===== config.mk =====
export PLATFORM = sky130hd
export DESIGN_NAME = dcache_line_adapter
export DESIGN_NICKNAME = d
export VERILOG_FILES = /design/src/rtl/dcache_line_adapter.sv
export SDC_FILE = /design/constraint.sdc
export NUM_CORES = 1
export LEC_CHECK = 0
export CAP_MARGIN = 20
export CORE_AREA = 2 2 277 279
export DETAILED_ROUTE_END_ITERATION = 8
export DIE_AREA = 0 0 279 281
export SLEW_MARGIN = 0
export SYNTH_ARGS = -nofsm -noshare
export SYNTH_HDL_FRONTEND = slang
export SYNTH_SLANG_ARGS = --single-unit
export TNS_END_PERCENT = 5

===== constraint.sdc =====
create_clock -name clk -period 17.8 [get_ports clk]
set_clock_uncertainty 0.05 [all_clocks]
set_input_delay 1.78 -clock clk [delete_from_list [all_inputs] [get_ports clk]]
set_output_delay 1.78 -clock clk [all_outputs]
set_load 0.02 [all_outputs]

===== src/rtl/dcache_line_adapter.sv =====
// Bridges the data cache's 256-bit line port to a 64-bit, 4-beat burst memory.
// One line read becomes a burst fill, and one writeback becomes a burst write.
module dcache_line_adapter #(
    parameter int s_offset = 5,
    parameter int s_line   = 8 * (2 ** s_offset),
    parameter int s_beat   = 64
) (
    input  logic              clk,
    input  logic              rst,
    input  logic              pmem_read,
    input  logic              pmem_write,
    input  logic [31:0]       pmem_address,
    input  logic [s_line-1:0] pmem_wdata,
    output logic [s_line-1:0] pmem_rdata,
    output logic              pmem_resp,
    output logic              burst_read,
    output logic              burst_write,
    output logic [31:0]       burst_address,
    output logic [s_beat-1:0] burst_wdata,
    input  logic [s_beat-1:0] burst_rdata,
    input  logic              burst_resp
);

    localparam int s_burst = s_line / s_beat;
    localparam int cnt_w   = $clog2(s_burst);

    typedef enum logic [1:0] {IDLE, RD_BURST, WR_BURST, DONE} state_t;

    state_t             state, next_state;
    logic [cnt_w-1:0]   count;
    logic [s_line-1:0]  line_buf;
    logic [s_line-1:0]  fill_line;
    logic [s_line-1:0]  rdata_q;
    logic [31:0]        addr_q;
    logic [31:0]        aligned_addr;
    logic               last_beat;
    logic               unused_addr_bits;

    assign aligned_addr     = {pmem_address[31:s_offset], {s_offset{1'b0}}};
    assign unused_addr_bits = ^pmem_address[s_offset-1:0];
    assign last_beat        = (count == cnt_w'(s_burst - 1));

    // Line buffer with the current beat merged in, so the last beat can be
    // published to pmem_rdata on the same edge it is accepted.
    always_comb begin
        fill_line = line_buf;
        fill_line[int'(count) * s_beat +: s_beat] = burst_rdata;
    end

    always_ff @(posedge clk or posedge rst) begin
        if (rst) begin
            state <= IDLE;
        end else begin
            state <= next_state;
        end
    end

    always_comb begin
        next_state = state;
        case (state)
            IDLE: begin
                if (pmem_write)     next_state = WR_BURST;
                else if (pmem_read) next_state = RD_BURST;
            end
            RD_BURST: if (burst_resp && last_beat) next_state = DONE;
            WR_BURST: if (burst_resp && last_beat) next_state = DONE;
            DONE:     next_state = IDLE;
            default:  next_state = IDLE;
        endcase
    end

    // NOTE: the wide line buffer is reset too, so no stale writeback data
    // can ever appear on burst_wdata after a reset.
    always_ff @(posedge clk or posedge rst) begin
        if (rst) begin
            count    <= '0;
            line_buf <= '0;
            rdata_q  <= '0;
            addr_q   <= '0;
        end else begin
            case (state)
                IDLE: begin
                    count <= '0;
                    if (pmem_write) begin
                        line_buf <= pmem_wdata;
                        addr_q   <= aligned_addr;
                    end else if (pmem_read) begin
                        addr_q   <= aligned_addr;
                    end
                end
                RD_BURST: begin
                    if (burst_resp) begin
                        line_buf <= fill_line;
                        count    <= count + 1'b1;
                        if (last_beat) rdata_q <= fill_line;
                    end
                end
                WR_BURST: begin
                    if (burst_resp) count <= count + 1'b1;
                end
                default: ;
            endcase
        end
    end

    assign burst_read    = (state == RD_BURST);
    assign burst_write   = (state == WR_BURST);
    assign pmem_resp     = (state == DONE);
    assign burst_address = addr_q;
    assign pmem_rdata    = rdata_q;
    assign burst_wdata   = line_buf[int'(count) * s_beat +: s_beat];

endmodule


# Word level (Yosys, flattened, before mapping)
# Cells that the tools add are included.
word_totals:
  regBits: 548
  latchBits: 0
  ram_bits: 0
  rom_bits: 0
  input_bits: 357
  output_inout_bits: 355
  wordCells: 42
  n_memories: 0
op_classes:
  addsub: 2
  mul: 0
  div: 0
  magnitude_cmp: 0
  eq_ne: 9
  shift: 3
  n_mux: 12
  n_bitwise: 0
  reduce_logical: 11
op_table:
  columns: ["cell", "count"]
  rows:
  - ["$mux 256", 2]
  - ["$pmux 256 s2", 1]
  - ["$bwmux 256", 1]
  - ["$shift 64x33->256 const A", 1]
  - ["$shiftx 256x9->64", 1]
  - ["$shiftx 64x33->256", 1]
  - ["$mux 32", 2]
  - ["$neg 8->33", 1]
  - ["$mux 2", 4]
  - ["$eq 2x2->1 const B", 3]
  - ["$ne 2x1->1 const B", 3]
  - ["$pmux 2 s3", 1]
  - ["$reduce_and 2->1", 3]
  - ["$reduce_and 3->1", 2]
  - ["$reduce_bool 2->1", 3]
  - ["$pmux 2 s2", 1]
  - ["$ne 3x3->1 const B", 1]
  - ["$add 2x1->2 const B", 1]
  - ["$eq 2x1->1 const B", 1]
  - ["$logic_not 2->1", 1]
  - ["$ne 2x2->1 const B", 1]
  - ["$reduce_or 2->1", 1]
  - ["$logic_and 1x1->1", 1]

# Logic depth before layout (Yosys ltp)
depth:
  depth_word: 5
  ltp_mapped: 12
  ltp_nobuf: 5

# Worst setup path after synthesis
# OpenSTA, ideal clock, no wires.
synth_path:
  path_type: "register to output"
  from: "register count[0]"
  to: "output port burst_wdata[0]"
  arrival_ps: 1643
  path_slack_ps: 14327
  stages_incl_launch_ff: 5
  path_cell_list: "dfrtp_1 > buf_2 > buf_4 > buf_2 > mux4_2"
synth_via:
  elab_chain_len: 1
synth_lines:
  columns: ["item", "line_no", "source"]
  rows:
  - ["from (decl)", "30", "logic [cnt_w-1:0] count;"]
  - ["from (signal assigned)", "94", "count <= count + 1'b1;"]
  - ["from (signal assigned)", "99", "if (burst_resp) count <= count + 1'b1;"]
  - ["$shiftx 256x9->64", "111", "assign burst_wdata = line_buf[int'(count) * s_beat +: s_beat];"]
  - ["to (decl)", "19", "output logic [s_beat-1:0] burst_wdata,"]
# No other way between the ends.

# Final worst setup path
layout_path:
  from: "register count[0]"
  to: "output port burst_wdata[25]"
# Same word-level chain as after synthesis.

==> impl_metrics.toml <==
[setup_path]
crit_chain = "buf_4 -> mux4_2 -> clkdlybuf4s50_1"
critPathRequiredTime_ps = 15970
start_kind = "flip-flop"
cp-end-kind = "output port"
slowest_delay_ps = 1060
cp.arrival_ps = 3980
slowest_stage = "dfrtp_4"
path_class = "reg -> out"
path_max_fanout = 41

[sta]
worst_pin_slew_ps = 1308
setup_slack_ps = 11990
finalSetupViolations = 0
finalMaxSlewViolations = 0
hold_viol = 0
fin_crit_sh_pct = 32.62
tns_ps = 0
slew-limit-headroom_pct = 12.79
finalCriticalPeriod_ps = 5806
rsz0062_at_grt = "false"
max_freq_mhz = 172.3

[synth]
synth-seq-cells = 543
syn_area_sq_um = 25950
synth_cell_types = 47
syn_inst = 2285
synth_area_leader_cell = "dfrtp_1"
synth.avg_cell_area_sq_um = 11.36
synth_enable_flop_cells = 0
synth_top_area_share_pct = 52.37
synth-seq-area-share_pct = 52.37
synth-main-ff-cell = "dfrtp_1"
yosysMostFrequentCell = "dfrtp_1"
ys.warnings.count = 0
yosys-top-cells-area = "dfrtp_1 (52%), o2bb2ai_1 (5.8%), mux4_2 (5.6%), a22o_1 (5.5%), nor2_1 (4.1%)"
synth_common_cells = "dfrtp_1 (543), nor2_1 (281), o2bb2ai_1 (172), a22o_1 (162), nand2_1 (153)"
async_reset_ff_share_pct = 100.0

[placed_design]
dp.cells = 3744
io_buffers = 701
dpl.hpwl_microns = 77830
pre_cts_ws_ps = 12150
gp_congestion = 0.8923
postPlaceCellArea_sq_um = 33450

[detailed_routing]
drt_pass1_iterations = 9
wl_microns = 126100
antenna_left = 0
via_per_inst = 6.372
met3_length_microns = 13610
drcViolationCount = 0
via_count = 24690
topRoutingLayerUsed = "met5"
drt_iter0_drc = 2727
met1_length_microns = 46520
avgRoutedWirePerCell_microns = 32.56
met2WireLength_microns = 59730

[flow_run]
cap_violations = 0

[clocking]
post_cts_buffers = 0
cts_hold_buffers = 0
tritoncts = "done"
cts_buffers = 67
clkTransAtPathRegs_ps = 60
clkLatencyLatePin_ps = 630
root_buffer = "clkbuf_16"
cts.sinks = 543
htreeDepth = 3
cts_resized = 0
clock_path_buffers = 3

[finish]
final_layout_size_suffix_gt1_share_pct = 9.227
syn2layout_area_growth_pct = 37.90
nets = 3202
final_cell_area_sq_um = 35780
instances_no_fill = 3874
finalCoreUtilization_pct = 47.43

[global_routing]
antenna_found_initial = 20
first_global_vias = 25210
grt_pass1_wl_microns = 180300
grt_max_degree = 161
gr-total-overflow = 0
grt_usage_pct = 31.34

[floorplanning]
die_area_sq_um = 78400
chipWidth_microns = 279
die_h_microns = 281
start_util_pct = 34.39
rows = 101
io_pins = 712
core-area_sq_um = 75440

[power]
vdd_drop_max_mv = 0.1483
power_leakage_nw = 14.58
power.density_nw_per_um2 = 192.4

[min_path]
hold_path.class = "reg -> reg"

[outcome]
status = "finished clean"
## final timing paths
check	endpoint	start	cells past startpoint	slack [ps]
setup / recovery	burst_wdata[25]	count[0]$_DFFE_PP0P_	3	11990
max in group asynchronous	pmem_rdata[231]$_DFFE_PP0P_	rst	4	13580
hold reg to reg	line_buf[250]$_DFFE_PP0P_	line_buf[250]$_DFFE_PP0P_	1	430
hold / removal	line_buf[250]$_DFFE_PP0P_	line_buf[250]$_DFFE_PP0P_	1	430
min in group asynchronous	pmem_rdata[132]$_DFFE_PP0P_	rst	2	1660
setup reg to reg	pmem_rdata[199]$_DFFE_PP0P_	count[0]$_DFFE_PP0P_	7	12240
## cell usage in the layout (no fill, tap or decap), drive strengths merged, types with 21 or more instances in the layout
master | netlist | routed
o22a | 21 | 21
dfrtp | 543 | 543
a2bb2oi | 21 | 21
buf | 125 | 42
nor2 | 281 | 281
o21ai | 65 | 65
a32oi | 96 | 96
clkdlybuf4s50 | 0 | 701
a221o | 21 | 21
a22o | 162 | 162
mux2 | 27 | 27
a21oi | 65 | 65
a32o | 42 | 42
nor2b | 41 | 41
a21o | 24 | 24
a31oi | 21 | 21
clkbuf | 140 | 100
o2bb2ai | 172 | 172
o221ai | 43 | 43
mux4 | 64 | 64
a221oi | 109 | 109
nand2 | 153 | 153
## worst max-delay path, delay by kind of cell, from the launching register on
kind / cells / cell delay [ps]
buffers and inverters: 2 / 1510
flip-flops: 1 / 1060
multiplexers: 1 / 610
## metrics by stage
stage	total power [mW]	hold slack [ps]
2_1_floorplan	3.893	401.1
3_3_place_gp	5.337	415.2
3_5_place_dp	5.411	419.0
4_1_cts	6.870	435.7
5_1_grt	7.138	450.5
6_report	6.886	434.5
## per-layer routing
layer / vias up / GRT usage [%]
met1: 12530 / 38.50
met2: 1808 / 51.08
met3: 379 / 8.488
li1: 9959 / -
met4: 12 / 15.23
met5: - / 0
## final cells by class
type | instances | area [sq um]
Fill cell | 6919 | 39660
Tap cell | 978 | 1224
Inverter | 11 | 61.31
Sequential cell | 543 | 13600
Multi-Input combinational cell | 1470 | 11200
Clock inverter | 16 | 270.3
Clock buffer | 100 | 2012
Antenna cell | 13 | 32.53
Timing Repair Buffer | 743 | 7392
## power breakdown
part	switching, mW	total [mW]	internal, mW
clock network	0.592	1.44	0.848
logic	1.97	3.35	1.38
registers	0.389	2.10	1.71
## registers in the layout, indices dropped and copies added, names as in the netlist
name and cells:
pmem_rdata 256, count 2, state 2, burst_address 27, line_buf 256
## kinds of logic (layout without fill, tap and decap cells)
group	Yosys count	count (layout)	synth area share, %
adder cells (fa/ha/maj)	9	9	0.4340
buffers and inverters	276	870	5.029
flip-flops	543	543	52.37
AND/OR/NAND/NOR	500	500	8.062
multiplexers	93	93	6.852
other	1	18	0.01445
AO/OA/AOI/OAI	863	863	27.24
Power figures use the tool's default switching activity.
